### src/rtl/ps_to_pl_cmd_slave_if.sv
// Bus bundle for the PS-to-PL command slave: the AXI4-Lite control port,
// the command-word pop port and the CTRL register output.
//
// Handshake rule for every channel (AW, W, B, AR, R, pop): a transfer
// happens on the rising clock edge where VALID and READY are both high.
// The source holds VALID and its payload steady until that edge. READY
// may be high before VALID arrives.
interface ps_to_pl_cmd_slave_if #(
    parameter int ADDR_WIDTH = 5,
    parameter int DATA_WIDTH = 32
);
    logic [ADDR_WIDTH-1:0]   S_AXI_AWADDR;
    logic [2:0]              S_AXI_AWPROT;
    logic                    S_AXI_AWVALID;
    logic                    S_AXI_AWREADY;
    logic [DATA_WIDTH-1:0]   S_AXI_WDATA;
    logic [DATA_WIDTH/8-1:0] S_AXI_WSTRB;
    logic                    S_AXI_WVALID;
    logic                    S_AXI_WREADY;
    logic [1:0]              S_AXI_BRESP;
    logic                    S_AXI_BVALID;
    logic                    S_AXI_BREADY;
    logic [ADDR_WIDTH-1:0]   S_AXI_ARADDR;
    logic [2:0]              S_AXI_ARPROT;
    logic                    S_AXI_ARVALID;
    logic                    S_AXI_ARREADY;
    logic [DATA_WIDTH-1:0]   S_AXI_RDATA;
    logic [1:0]              S_AXI_RRESP;
    logic                    S_AXI_RVALID;
    logic                    S_AXI_RREADY;
    logic [DATA_WIDTH-1:0]   popData;
    logic                    popValid;
    logic                    popReady;
    logic [DATA_WIDTH-1:0]   ctrlOut;

    modport slave (
        input  S_AXI_AWADDR, S_AXI_AWPROT, S_AXI_AWVALID,
        output S_AXI_AWREADY,
        input  S_AXI_WDATA, S_AXI_WSTRB, S_AXI_WVALID,
        output S_AXI_WREADY,
        output S_AXI_BRESP, S_AXI_BVALID,
        input  S_AXI_BREADY,
        input  S_AXI_ARADDR, S_AXI_ARPROT, S_AXI_ARVALID,
        output S_AXI_ARREADY,
        output S_AXI_RDATA, S_AXI_RRESP, S_AXI_RVALID,
        input  S_AXI_RREADY,
        output popData, popValid,
        input  popReady,
        output ctrlOut
    );

    modport master (
        output S_AXI_AWADDR, S_AXI_AWPROT, S_AXI_AWVALID,
        input  S_AXI_AWREADY,
        output S_AXI_WDATA, S_AXI_WSTRB, S_AXI_WVALID,
        input  S_AXI_WREADY,
        input  S_AXI_BRESP, S_AXI_BVALID,
        output S_AXI_BREADY,
        output S_AXI_ARADDR, S_AXI_ARPROT, S_AXI_ARVALID,
        input  S_AXI_ARREADY,
        input  S_AXI_RDATA, S_AXI_RRESP, S_AXI_RVALID,
        output S_AXI_RREADY,
        input  popData, popValid,
        output popReady,
        input  ctrlOut
    );
endinterface

### src/rtl/ps_to_pl_cmd_slave.sv
// AXI4-Lite slave that turns PS writes to the PUSH register into a
// command-word FIFO drained by the PL core, plus a byte-writable CTRL
// register. STATUS exposes count/full/empty and a sticky overflow flag;
// PEEK returns the FIFO head without consuming it.
module ps_to_pl_cmd_slave #(
    parameter int ADDR_WIDTH = 5,
    parameter int DATA_WIDTH = 32,
    parameter int FIFO_DEPTH = 8
) (
    input logic S_AXI_ACLK,
    input logic S_AXI_ARESETN,
    ps_to_pl_cmd_slave_if.slave bus
);
    localparam int PTR_W  = $clog2(FIFO_DEPTH);
    localparam int CNT_W  = PTR_W + 1;
    localparam int STRB_W = DATA_WIDTH / 8;

    localparam logic [1:0] RESP_OKAY   = 2'b00;
    localparam logic [1:0] RESP_SLVERR = 2'b10;

    typedef enum logic [1:0] {
        REG_PUSH   = 2'd0,
        REG_STATUS = 2'd1,
        REG_CTRL   = 2'd2,
        REG_PEEK   = 2'd3
    } reg_sel_e;

    // Write channel state
    logic                  aw_held;
    logic                  w_held;
    logic [ADDR_WIDTH-1:0] aw_addr_q;
    logic [DATA_WIDTH-1:0] w_data_q;
    logic [STRB_W-1:0]     w_strb_q;
    logic                  bvalid;
    logic [1:0]            bresp;

    // Read channel state
    logic                  rvalid;
    logic [DATA_WIDTH-1:0] rdata;

    // Registers and FIFO
    logic [DATA_WIDTH-1:0] ctrl;
    logic                  overflow;
    logic [DATA_WIDTH-1:0] mem [FIFO_DEPTH];
    logic [PTR_W-1:0]      head;
    logic [PTR_W-1:0]      tail;
    logic [CNT_W-1:0]      count;

    logic                  aw_ready;
    logic                  w_ready;
    logic                  ar_ready;
    logic                  aw_fire;
    logic                  w_fire;
    logic                  ar_fire;
    logic                  commit;
    logic [ADDR_WIDTH-1:0] wr_addr;
    logic [DATA_WIDTH-1:0] wr_data;
    logic [STRB_W-1:0]     wr_strb;
    reg_sel_e              wr_sel;
    logic                  fifo_full;
    logic                  fifo_empty;
    logic                  push_req;
    logic                  push_ok;
    logic                  pop_ok;
    logic [DATA_WIDTH-1:0] status_word;
    logic [DATA_WIDTH-1:0] rd_word;
    logic                  unused_bits;

    // No new address or data is taken while a write response is pending.
    assign aw_ready = !aw_held && !bvalid;
    assign w_ready  = !w_held && !bvalid;
    assign ar_ready = !rvalid;

    assign aw_fire = bus.S_AXI_AWVALID && aw_ready;
    assign w_fire  = bus.S_AXI_WVALID && w_ready;
    assign ar_fire = bus.S_AXI_ARVALID && ar_ready;

    // A write commits on the first edge where both halves are available,
    // either already latched or handshaking right now.
    assign commit  = (aw_held || aw_fire) && (w_held || w_fire);
    assign wr_addr = aw_held ? aw_addr_q : bus.S_AXI_AWADDR;
    assign wr_data = w_held ? w_data_q : bus.S_AXI_WDATA;
    assign wr_strb = w_held ? w_strb_q : bus.S_AXI_WSTRB;
    assign wr_sel  = reg_sel_e'(wr_addr[3:2]);

    // Full is judged on the pre-edge count, so a same-cycle pop never
    // makes room for a push.
    assign fifo_full  = (count == CNT_W'(FIFO_DEPTH));
    assign fifo_empty = (count == '0);
    assign push_req   = commit && (wr_sel == REG_PUSH);
    assign push_ok    = push_req && !fifo_full;
    assign pop_ok     = !fifo_empty && bus.popReady;

    // STATUS layout: count, full, empty, sticky overflow.
    always_comb begin
        status_word       = '0;
        status_word[7:0]  = 8'(count);
        status_word[8]    = fifo_full;
        status_word[9]    = fifo_empty;
        status_word[10]   = overflow;
    end

    // Read data mux on the current (pre-edge) register state.
    always_comb begin
        rd_word = '0;
        case (reg_sel_e'(bus.S_AXI_ARADDR[3:2]))
            REG_STATUS: rd_word = status_word;
            REG_CTRL:   rd_word = ctrl;
            REG_PEEK:   if (!fifo_empty) rd_word = mem[head];
            default:    rd_word = '0;
        endcase
    end

    // Write channel: hold AW/W independently, commit, then issue B.
    always_ff @(posedge S_AXI_ACLK or negedge S_AXI_ARESETN) begin
        if (!S_AXI_ARESETN) begin
            aw_held   <= 1'b0;
            w_held    <= 1'b0;
            aw_addr_q <= '0;
            w_data_q  <= '0;
            w_strb_q  <= '0;
            bvalid    <= 1'b0;
            bresp     <= RESP_OKAY;
        end else if (commit) begin
            aw_held <= 1'b0;
            w_held  <= 1'b0;
            bvalid  <= 1'b1;
            bresp   <= (push_req && fifo_full) ? RESP_SLVERR : RESP_OKAY;
        end else begin
            if (aw_fire) begin
                aw_held   <= 1'b1;
                aw_addr_q <= bus.S_AXI_AWADDR;
            end
            if (w_fire) begin
                w_held   <= 1'b1;
                w_data_q <= bus.S_AXI_WDATA;
                w_strb_q <= bus.S_AXI_WSTRB;
            end
            if (bvalid && bus.S_AXI_BREADY) begin
                bvalid <= 1'b0;
            end
        end
    end

    // CTRL byte writes and the sticky overflow flag.
    always_ff @(posedge S_AXI_ACLK or negedge S_AXI_ARESETN) begin
        if (!S_AXI_ARESETN) begin
            ctrl     <= '0;
            overflow <= 1'b0;
        end else begin
            if (commit && (wr_sel == REG_CTRL)) begin
                for (int i = 0; i < STRB_W; i++) begin
                    if (wr_strb[i]) ctrl[8*i +: 8] <= wr_data[8*i +: 8];
                end
            end
            if (push_req && fifo_full) begin
                overflow <= 1'b1;
            end else if (commit && (wr_sel == REG_STATUS) && wr_data[10]) begin
                overflow <= 1'b0;
            end
        end
    end

    // FIFO pointers and occupancy; pointers wrap naturally at FIFO_DEPTH.
    always_ff @(posedge S_AXI_ACLK or negedge S_AXI_ARESETN) begin
        if (!S_AXI_ARESETN) begin
            head  <= '0;
            tail  <= '0;
            count <= '0;
        end else begin
            if (push_ok) tail <= tail + PTR_W'(1);
            if (pop_ok)  head <= head + PTR_W'(1);
            case ({push_ok, pop_ok})
                2'b10:   count <= count + CNT_W'(1);
                2'b01:   count <= count - CNT_W'(1);
                default: count <= count;
            endcase
        end
    end

    // FIFO storage; contents beyond the occupied range are don't-care.
    always_ff @(posedge S_AXI_ACLK) begin
        if (push_ok) mem[tail] <= wr_data;
    end

    // Read channel: capture data on the AR handshake, hold until RREADY.
    always_ff @(posedge S_AXI_ACLK or negedge S_AXI_ARESETN) begin
        if (!S_AXI_ARESETN) begin
            rvalid <= 1'b0;
            rdata  <= '0;
        end else if (ar_fire) begin
            rvalid <= 1'b1;
            rdata  <= rd_word;
        end else if (rvalid && bus.S_AXI_RREADY) begin
            rvalid <= 1'b0;
        end
    end

    assign bus.S_AXI_AWREADY = aw_ready;
    assign bus.S_AXI_WREADY  = w_ready;
    assign bus.S_AXI_BVALID  = bvalid;
    assign bus.S_AXI_BRESP   = bresp;
    assign bus.S_AXI_ARREADY = ar_ready;
    assign bus.S_AXI_RVALID  = rvalid;
    assign bus.S_AXI_RDATA   = rdata;
    assign bus.S_AXI_RRESP   = RESP_OKAY;
    assign bus.popValid      = !fifo_empty;
    assign bus.popData       = mem[head];
    assign bus.ctrlOut       = ctrl;

    // Protection bits and undecoded address bits carry no meaning here.
    assign unused_bits = ^{bus.S_AXI_AWPROT, bus.S_AXI_ARPROT, wr_addr, bus.S_AXI_ARADDR};
endmodule

### src/flat_wrapper.sv
// flat-port wrapper written by rule: the top's interface ports become plain ports
module ps_to_pl_cmd_slave_flat 
#(
    parameter int ADDR_WIDTH = 5,
    parameter int DATA_WIDTH = 32,
    parameter int FIFO_DEPTH = 8
)
  (S_AXI_ACLK, S_AXI_ARESETN, bus_S_AXI_AWADDR, bus_S_AXI_AWPROT, bus_S_AXI_AWVALID, bus_S_AXI_AWREADY, bus_S_AXI_WDATA, bus_S_AXI_WSTRB, bus_S_AXI_WVALID, bus_S_AXI_WREADY, bus_S_AXI_BRESP, bus_S_AXI_BVALID, bus_S_AXI_BREADY, bus_S_AXI_ARADDR, bus_S_AXI_ARPROT, bus_S_AXI_ARVALID, bus_S_AXI_ARREADY, bus_S_AXI_RDATA, bus_S_AXI_RRESP, bus_S_AXI_RVALID, bus_S_AXI_RREADY, bus_popData, bus_popValid, bus_popReady, bus_ctrlOut);
  ps_to_pl_cmd_slave_if #(.ADDR_WIDTH(ADDR_WIDTH), .DATA_WIDTH(DATA_WIDTH)) bus_i ();
  input logic S_AXI_ACLK;
  input logic S_AXI_ARESETN;
  input wire logic [$bits(bus_i.S_AXI_AWADDR)-1:0] bus_S_AXI_AWADDR;
  input wire logic [$bits(bus_i.S_AXI_AWPROT)-1:0] bus_S_AXI_AWPROT;
  input wire logic [$bits(bus_i.S_AXI_AWVALID)-1:0] bus_S_AXI_AWVALID;
  output wire logic [$bits(bus_i.S_AXI_AWREADY)-1:0] bus_S_AXI_AWREADY;
  input wire logic [$bits(bus_i.S_AXI_WDATA)-1:0] bus_S_AXI_WDATA;
  input wire logic [$bits(bus_i.S_AXI_WSTRB)-1:0] bus_S_AXI_WSTRB;
  input wire logic [$bits(bus_i.S_AXI_WVALID)-1:0] bus_S_AXI_WVALID;
  output wire logic [$bits(bus_i.S_AXI_WREADY)-1:0] bus_S_AXI_WREADY;
  output wire logic [$bits(bus_i.S_AXI_BRESP)-1:0] bus_S_AXI_BRESP;
  output wire logic [$bits(bus_i.S_AXI_BVALID)-1:0] bus_S_AXI_BVALID;
  input wire logic [$bits(bus_i.S_AXI_BREADY)-1:0] bus_S_AXI_BREADY;
  input wire logic [$bits(bus_i.S_AXI_ARADDR)-1:0] bus_S_AXI_ARADDR;
  input wire logic [$bits(bus_i.S_AXI_ARPROT)-1:0] bus_S_AXI_ARPROT;
  input wire logic [$bits(bus_i.S_AXI_ARVALID)-1:0] bus_S_AXI_ARVALID;
  output wire logic [$bits(bus_i.S_AXI_ARREADY)-1:0] bus_S_AXI_ARREADY;
  output wire logic [$bits(bus_i.S_AXI_RDATA)-1:0] bus_S_AXI_RDATA;
  output wire logic [$bits(bus_i.S_AXI_RRESP)-1:0] bus_S_AXI_RRESP;
  output wire logic [$bits(bus_i.S_AXI_RVALID)-1:0] bus_S_AXI_RVALID;
  input wire logic [$bits(bus_i.S_AXI_RREADY)-1:0] bus_S_AXI_RREADY;
  output wire logic [$bits(bus_i.popData)-1:0] bus_popData;
  output wire logic [$bits(bus_i.popValid)-1:0] bus_popValid;
  input wire logic [$bits(bus_i.popReady)-1:0] bus_popReady;
  output wire logic [$bits(bus_i.ctrlOut)-1:0] bus_ctrlOut;
  assign bus_i.S_AXI_AWADDR = bus_S_AXI_AWADDR;
  assign bus_i.S_AXI_AWPROT = bus_S_AXI_AWPROT;
  assign bus_i.S_AXI_AWVALID = bus_S_AXI_AWVALID;
  assign bus_S_AXI_AWREADY = bus_i.S_AXI_AWREADY;
  assign bus_i.S_AXI_WDATA = bus_S_AXI_WDATA;
  assign bus_i.S_AXI_WSTRB = bus_S_AXI_WSTRB;
  assign bus_i.S_AXI_WVALID = bus_S_AXI_WVALID;
  assign bus_S_AXI_WREADY = bus_i.S_AXI_WREADY;
  assign bus_S_AXI_BRESP = bus_i.S_AXI_BRESP;
  assign bus_S_AXI_BVALID = bus_i.S_AXI_BVALID;
  assign bus_i.S_AXI_BREADY = bus_S_AXI_BREADY;
  assign bus_i.S_AXI_ARADDR = bus_S_AXI_ARADDR;
  assign bus_i.S_AXI_ARPROT = bus_S_AXI_ARPROT;
  assign bus_i.S_AXI_ARVALID = bus_S_AXI_ARVALID;
  assign bus_S_AXI_ARREADY = bus_i.S_AXI_ARREADY;
  assign bus_S_AXI_RDATA = bus_i.S_AXI_RDATA;
  assign bus_S_AXI_RRESP = bus_i.S_AXI_RRESP;
  assign bus_S_AXI_RVALID = bus_i.S_AXI_RVALID;
  assign bus_i.S_AXI_RREADY = bus_S_AXI_RREADY;
  assign bus_popData = bus_i.popData;
  assign bus_popValid = bus_i.popValid;
  assign bus_i.popReady = bus_popReady;
  assign bus_ctrlOut = bus_i.ctrlOut;
  ps_to_pl_cmd_slave #(.ADDR_WIDTH(ADDR_WIDTH), .DATA_WIDTH(DATA_WIDTH), .FIFO_DEPTH(FIFO_DEPTH)) u_core (.S_AXI_ACLK(S_AXI_ACLK), .S_AXI_ARESETN(S_AXI_ARESETN), .bus(bus_i));
endmodule
### config.mk
export PLATFORM = sky130hd
export DESIGN_NAME = ps_to_pl_cmd_slave_flat
export DESIGN_NICKNAME = d
export VERILOG_FILES = /design/src/rtl/ps_to_pl_cmd_slave_if.sv /design/src/rtl/ps_to_pl_cmd_slave.sv /design/src/flat_wrapper.sv
export SDC_FILE = /design/constraint.sdc
export NUM_CORES = 1
export LEC_CHECK = 0
export BUFFER_PORTS_ARGS = -buffer_cell sky130_fd_sc_hd__buf_2
export CAP_MARGIN = 20
export CELL_PAD_IN_SITES_DETAIL_PLACEMENT = 1
export CELL_PAD_IN_SITES_GLOBAL_PLACEMENT = 1
export CORE_MARGIN = 2
export CORE_UTILIZATION = 45
export DETAILED_ROUTE_END_ITERATION = 6
export GPL_TIMING_DRIVEN = 1
export PLACE_DENSITY_LB_ADDON = 0.1
export SKIP_CTS_REPAIR_TIMING = 1
export SLEW_MARGIN = 15
export SYNTH_ARGS = -nofsm -noshare
export SYNTH_HDL_FRONTEND = slang
export SYNTH_SLANG_ARGS = --single-unit
### constraint.sdc
create_clock -name S_AXI_ACLK -period 6.7 [get_ports S_AXI_ACLK]
set_clock_uncertainty 0.2 [all_clocks]
set_input_delay 1.005 -clock S_AXI_ACLK [delete_from_list [all_inputs] [get_ports S_AXI_ACLK]]
set_output_delay 1.005 -clock S_AXI_ACLK [all_outputs]
set_load 0.05 [all_outputs]
==> results of run 1 <==
==> area by class of cell <==
cell class	instances	area [sq um]
inverters	37	138.9
repair buffers	174	969.7
clock inverters	24	281.5
clock buffers	50	1080
fillers	3189	15510
multi-input cells	454	4182
flip-flops and latches	374	10650
well taps	448	560.5
==> cells by family (layout without fill, tap and decap cells) <==
kind of cell	after synthesis	count (layout)	synth area share [%]
flops	374	374	70.26
mux	239	239	17.20
compound gates	142	142	6.883
buf+inv	91	285	2.594
simple gates	55	55	2.041
xor+xnor	10	10	0.5783
fa+ha+maj	5	5	0.4131
other cells	1	3	0.02476
==> path summary, 6_finish.rpt <==
kind                                                      endpoint  slack, ns  cells past startpoint
worst min register to register     u_core.w_data_q[30]$_DFFE_PN0P_       0.30                      1
worst max register to register         u_core.mem[3][25]$_DFFE_PP_       3.22                      5
worst min-delay path             u_core.bus.ctrlOut[0]$_DFFE_PN0P_       0.27                      1
min in group S_AXI_ACLK            u_core.w_data_q[30]$_DFFE_PN0P_       0.30                      1
worst max-delay path                               bus_popData[10]       2.22                      6
max in group asynchronous       u_core.bus.ctrlOut[30]$_DFFE_PN0P_       4.79                      2
==> routing by layer <==
metal | part of all wire, % | track usage (%) | routed length (microns) | up-vias
met5 | 0 | 0 | 0 | -
met4 | 2.0 | 5.421 | 724 | 0
met3 | 3.9 | 3.227 | 1441 | 49
li1 | - | - | - | 3876
met1 | 45 | 29.20 | 16500 | 4486
met2 | 49 | 35.07 | 17830 | 181
==> metrics by stage <==
step	area, sq um	hold slack, ns	setup WS (ns)	util (%)
4_1_cts	17860	0.2891	2.152	53.52
3_3_place_gp	16470	0.2811	2.708	49.36
5_1_grt	17860	0.3100	2.016	53.52
6_report	17860	0.2679	2.216	53.52
2_1_floorplan	15150	0.2737	1.093	-
3_5_place_dp	16500	0.2891	2.693	49.44
==> placed cells by master (no fill, tap or decap), types with 6 or more instances in the layout <==
cell	instances
a221oi_1	6
edfxtp_1	256
a22oi_1	26
clkinv_2	10
dfrtp_1	116
o21ai_0	26
nor2_1	9
nor2_4	8
mux2i_1	69
clkbuf_16	41
nand2_1	8
a221o_1	32
clkbuf_1	7
bufinv_16	6
inv_1	37
o22ai_1	39
buf_4	22
mux2_2	170
buf_2	149
==> worst max-delay path, stage by stage (launching register included) <==
cell and delay, ns:
dfrtp_4 1.01, buf_4 0.66, mux2_2 0.42, o22ai_1 0.17, a221o_1 0.19, inv_1 0.07
buf_2 0.21
==> power by group through the flow <==
| stage | Combinational [uW] | Clock, uW | Sequential (uW) |
|---|---|---|---|
| 3_3_place_gp | 3620 | 0 | 3410 |
| 3_5_place_dp | 3690 | 0 | 3430 |
| 5_1_grt | 3890 | 2410 | 3450 |
| 6_report | 3650 | 2270 | 3390 |
| 4_1_cts | 3700 | 2320 | 3390 |
| 2_1_floorplan | 2230 | 0 | 3870 |
==> sequential cells by signal (all words and copies together), names as in the netlist, 2 cells and up <==
name and count:
u_core.count 4, u_core.w_data_q 32, u_core.aw_addr_q 2, u_core.head 3, u_core.w_strb_q 4, u_core.tail 3
u_core.bus.ctrlOut 32, u_core.mem 256, u_core.bus.S_AXI_RDATA 32
==> run metrics, run 1 <==
status=finished, final reports clean; P per Cell Area=521.4 mW/mm^2; Synth top area share=50.76%; leakage=0.006872 uW; Initial Util=45.39%; Area contributors post-synth=edfxtp_1, dfrtp_1, mux2_2; routed wire length=36500 microns; Slew Limit Fails=0; Max Cap Violations=0; critical path type=reg -> out; crit path time final=4.484 ns; Reg power frac=36.4%; yosys warns=0; CTS Buffer Depth=3; Ports=166; Combinational Power Share=39.2%; switching power=3752 uW; async set-reset flop share out of synthesis=31.55%; CP Launch Type=flop; Max Clk Rate=0.2230 GHz; vias in the first global route=9271; Core ar.=0.03336 sq mm; 1st-pass router iterations=5; Finished Layout Cells=1561; Inst Count DP=1487; RSZ-0062 raised after global routing=false; Rel. slew slack=29.43%; Most used DFF post-synth=edfxtp_1; Chip Height=187.4 microns; port bufs=150; layout cells sized above 1=38.36%; count of cell types in the netlist=44; Max VDD drop=0.2336 mV; Clock transition at path regs=0.06 ns; data arrival time of the critical path=3.28 ns; row count=67; CTS tree=built; Tcrit/Tclk final=66.93%; Post-Syn Instances=917; clock sink count=374; ANT nets after route=0; GP Congestion=0.7068; Worst Setup SP=u_core.head[0]$_DFFE_PN0P_; hold crit path type=in -> async; reg-to-reg startpoint=u_core.aw_held$_DFFE_PN0P_; post-synthesis register bit count=374; GRT Total Usage=21.08%; Mapped Area=0.01514 sq mm; die width=187.4 microns; most common cell in the netlist=edfxtp_1; die area=0.03514 sq mm; initial antenna violation count=0; sw frac=40.30%; Slew @ Worst Pin=1.053 ns; Tot Pwr=9310 uW; n_diodes=0; root buffer cell=clkbuf_16; via count=8592; most frequent cells after synthesis=edfxtp_1, mux2_2, dfrtp_1; first-pass GRT wire length=56130 microns; Via density=5.504; CTS buffer count=40; Final nets=1146; area leader, netlist=edfxtp_1; power share of the clock group=24.4%; Internal Pwr Total=5559 uW; drc violations=0; Seq/Total Area, Yosys=70.26%; mean area per synthesized cell=16.51 sq um; Worst-Skew Late Latency=0.53 ns; Crit path required time=5.49 ns; CTS HTree Levels=2; Worst Setup End Kind=output pin; CP max FO=58; global route overflow=0; Finish-stage setup viols=0; Final TNS setup=0 ns; DR WL/cell=23.38 microns; largest net degree at the start of global routing=65; area delta synth->final=17.92%; post-DP HPWL=21680 microns; EDFF count, synth=256; 1st-iter DRT viols=538; final hold vios=0
Power figures use the tool's default switching activity.
==> inputs of run 2 (changes only) <==
Clock period 6.7 ns to 3.71 ns, I/O delays scaled along.
==> run metrics, run 2 (same netlist as run 1, synthesis figures left out) <==
status=finished, final reports clean; CP Cell Sequence=buf_12, mux2_2, o22ai_1, a221o_1, inv_1, buf_2; ANT nets after route=0 (unchanged); area delta synth->final=17.63%; port bufs=150 (unchanged); Tcrit/Tclk final=89.78%; clock sink count=374 (unchanged); Slew @ Worst Pin=0.9263 ns (-0.1266 ns); final hold vios=0 (unchanged); root buffer cell=clkbuf_16; Core ar.=0.03336 sq mm (unchanged); Clock transition at path regs=0.06 ns (about the same); worst hold start=bus_S_AXI_BREADY; P per Cell Area=923.4 mW/mm^2 (+77%); 1st-iter DRT viols=452 (-16%); n_diodes=0 (unchanged); critical path type=reg -> out; most frequent cells in the layout=edfxtp_1, mux2_2, buf_2; die width=187.4 microns (unchanged); Top reg by flops=u_core.mem; CP max FO=62 (+6.9%); initial antenna violation count=0 (unchanged); GP Congestion=0.6901 (-2.4%); CTS tree=built; via count=8636 (+0.51%); CTS buffer count=40 (unchanged); fill cell count=3213 (+0.75%); RSZ-0062 raised after global routing=false; final worst slack=0.3793 ns (-1.837 ns); Max Clk Rate=0.3002 GHz; Max Cap Violations=0 (unchanged); Rel. slew slack=38.03% (+8.6 points); Tot Pwr=16450 uW (+77%); Final nets=1152 (+0.52%); Chip Height=187.4 microns (unchanged); row count=67 (unchanged); 1st-pass router iterations=5 (unchanged); max FFs per register=256 (unchanged); Ports=166 (unchanged); global route overflow=0 (unchanged); Worst Hold Depth=2; largest net degree at the start of global routing=90 (+38%); reg2reg setup slack=0.69 ns (-2.53 ns); layout cells sized above 1=37.87% (-0.50 points); Finish-stage setup viols=0 (unchanged); DP Worst Slack=0.6469 ns (-2.046 ns); routed wire length=36180 microns (-0.88%); CP max stage cell=dfrtp_4; CP Launch Type=flop; Worst Setup End Kind=output pin; DR WL/cell=23.12 microns (-1.1%); first-pass GRT wire length=55950 microns (-0.32%); Via density=5.518 (+0.26%); data arrival time of the critical path=2.57 ns (-0.71 ns); Initial Util=45.39% (unchanged); Crit path required time=2.95 ns (-2.54 ns); GRT Total Usage=20.83% (-0.25 points); reg-to-reg startpoint=u_core.aw_held$_DFFE_PN0P_; Worst-Skew Late Latency=0.52 ns (about the same); commonest non-fill, non-tap cell in the layout=edfxtp_1; CTS Buffer Depth=3 (unchanged); hold crit path type=in -> reg; Reg2Reg Depth=5 (unchanged); vias in the first global route=9212 (-0.64%); leakage=0.006844 uW (-0.41%); Slew Limit Fails=0 (unchanged); drc violations=0 (unchanged); Max VDD drop=0.5735 mV (+150%); RR Endpoint=u_core.mem[7][7]$_DFFE_PP_; CTS HTree Levels=2 (unchanged); die area=0.03514 sq mm (unchanged); Hold Path Sink=u_core.bus.S_AXI_BVALID$_DFFE_PN0P_; crit path time final=3.331 ns; post-DP HPWL=21520 microns (-0.72%); Max stage delay on crit path=0.56 ns (-0.45 ns)
[run 2: cell types whose count changed in the layout (fill, tap and decap cells not counted), moves of 3 or more]
cell        delta
bufinv_16      -5
buf_12         +6
clkbuf_1       +4
clkinvlp_4     -3
clkinv_1       +5
[run 2: final cells by class]
cell class	count	area [sq um]	area share, %
clock inverter	19	113.9	0.6392
timing repair buffer	180	1072	6.020
multi-input combinational	454	4202	23.59
inverter	37	138.9	0.7797
clock buffer	53	1081	6.069
tap	448	560.5	3.147
sequential	374	10650	59.76
[run 2: how the worst max path moves through the flow]
stage | startpoint | end | slack [ns]
2_1_floorplan | bus_S_AXI_AWADDR[3] | u_core.mem[4][0]$_DFFE_PP_ | -0.61
3_3_place_gp | bus_S_AXI_AWADDR[3] | u_core.mem[7][5]$_DFFE_PP_ | 0.66
4_1_cts | u_core.head[0]$_DFFE_PN0P_ | bus_popData[1] | 0.34
3_5_place_dp | u_core.aw_held$_DFFE_PN0P_ | u_core.mem[7][7]$_DFFE_PP_ | 0.65
5_1_grt | u_core.head[0]$_DFFE_PN0P_ | bus_popData[1] | 0.28
6_report | u_core.head[0]$_DFFE_PN0P_ | bus_popData[1] | 0.38
[run 2: metrics by stage]
step	hold WS (ns)	utilization, %	setup TNS [ns]	instances	cell area [sq um]
6_report	0.01745	53.39	0	1565	17810
5_1_grt	0.001845	53.39	0	1565	17810
4_1_cts	-0.02764	53.36	0	1564	17800
3_5_place_dp	0.2814	49.78	0	1492	16610
3_3_place_gp	0.2746	49.78	0	1492	16610
2_1_floorplan	0.06091	-	-61.45	919	15160
[run 2: critical path: cells and delay by family, from the launching register on]
kind	cells	cell delay, ns
buf+inv	3	0.63
flops	1	0.56
compound gates	2	0.40
mux	1	0.39
[run 2: metal layers]
metal | track usage, % | vias up | routed length, microns
met5 | 0 | - | 0
met4 | 5.209 | 0 | 707
met3 | 3.396 | 45 | 1375
met2 | 34.76 | 173 | 17710
met1 | 28.67 | 4532 | 16380
li1 | - | 3886 | -
[run 2: where the power goes]
group	internal (uW)	switching, uW
registers	5470	523
logic	2130	4650
clock network	2120	1570
total	9710	6740
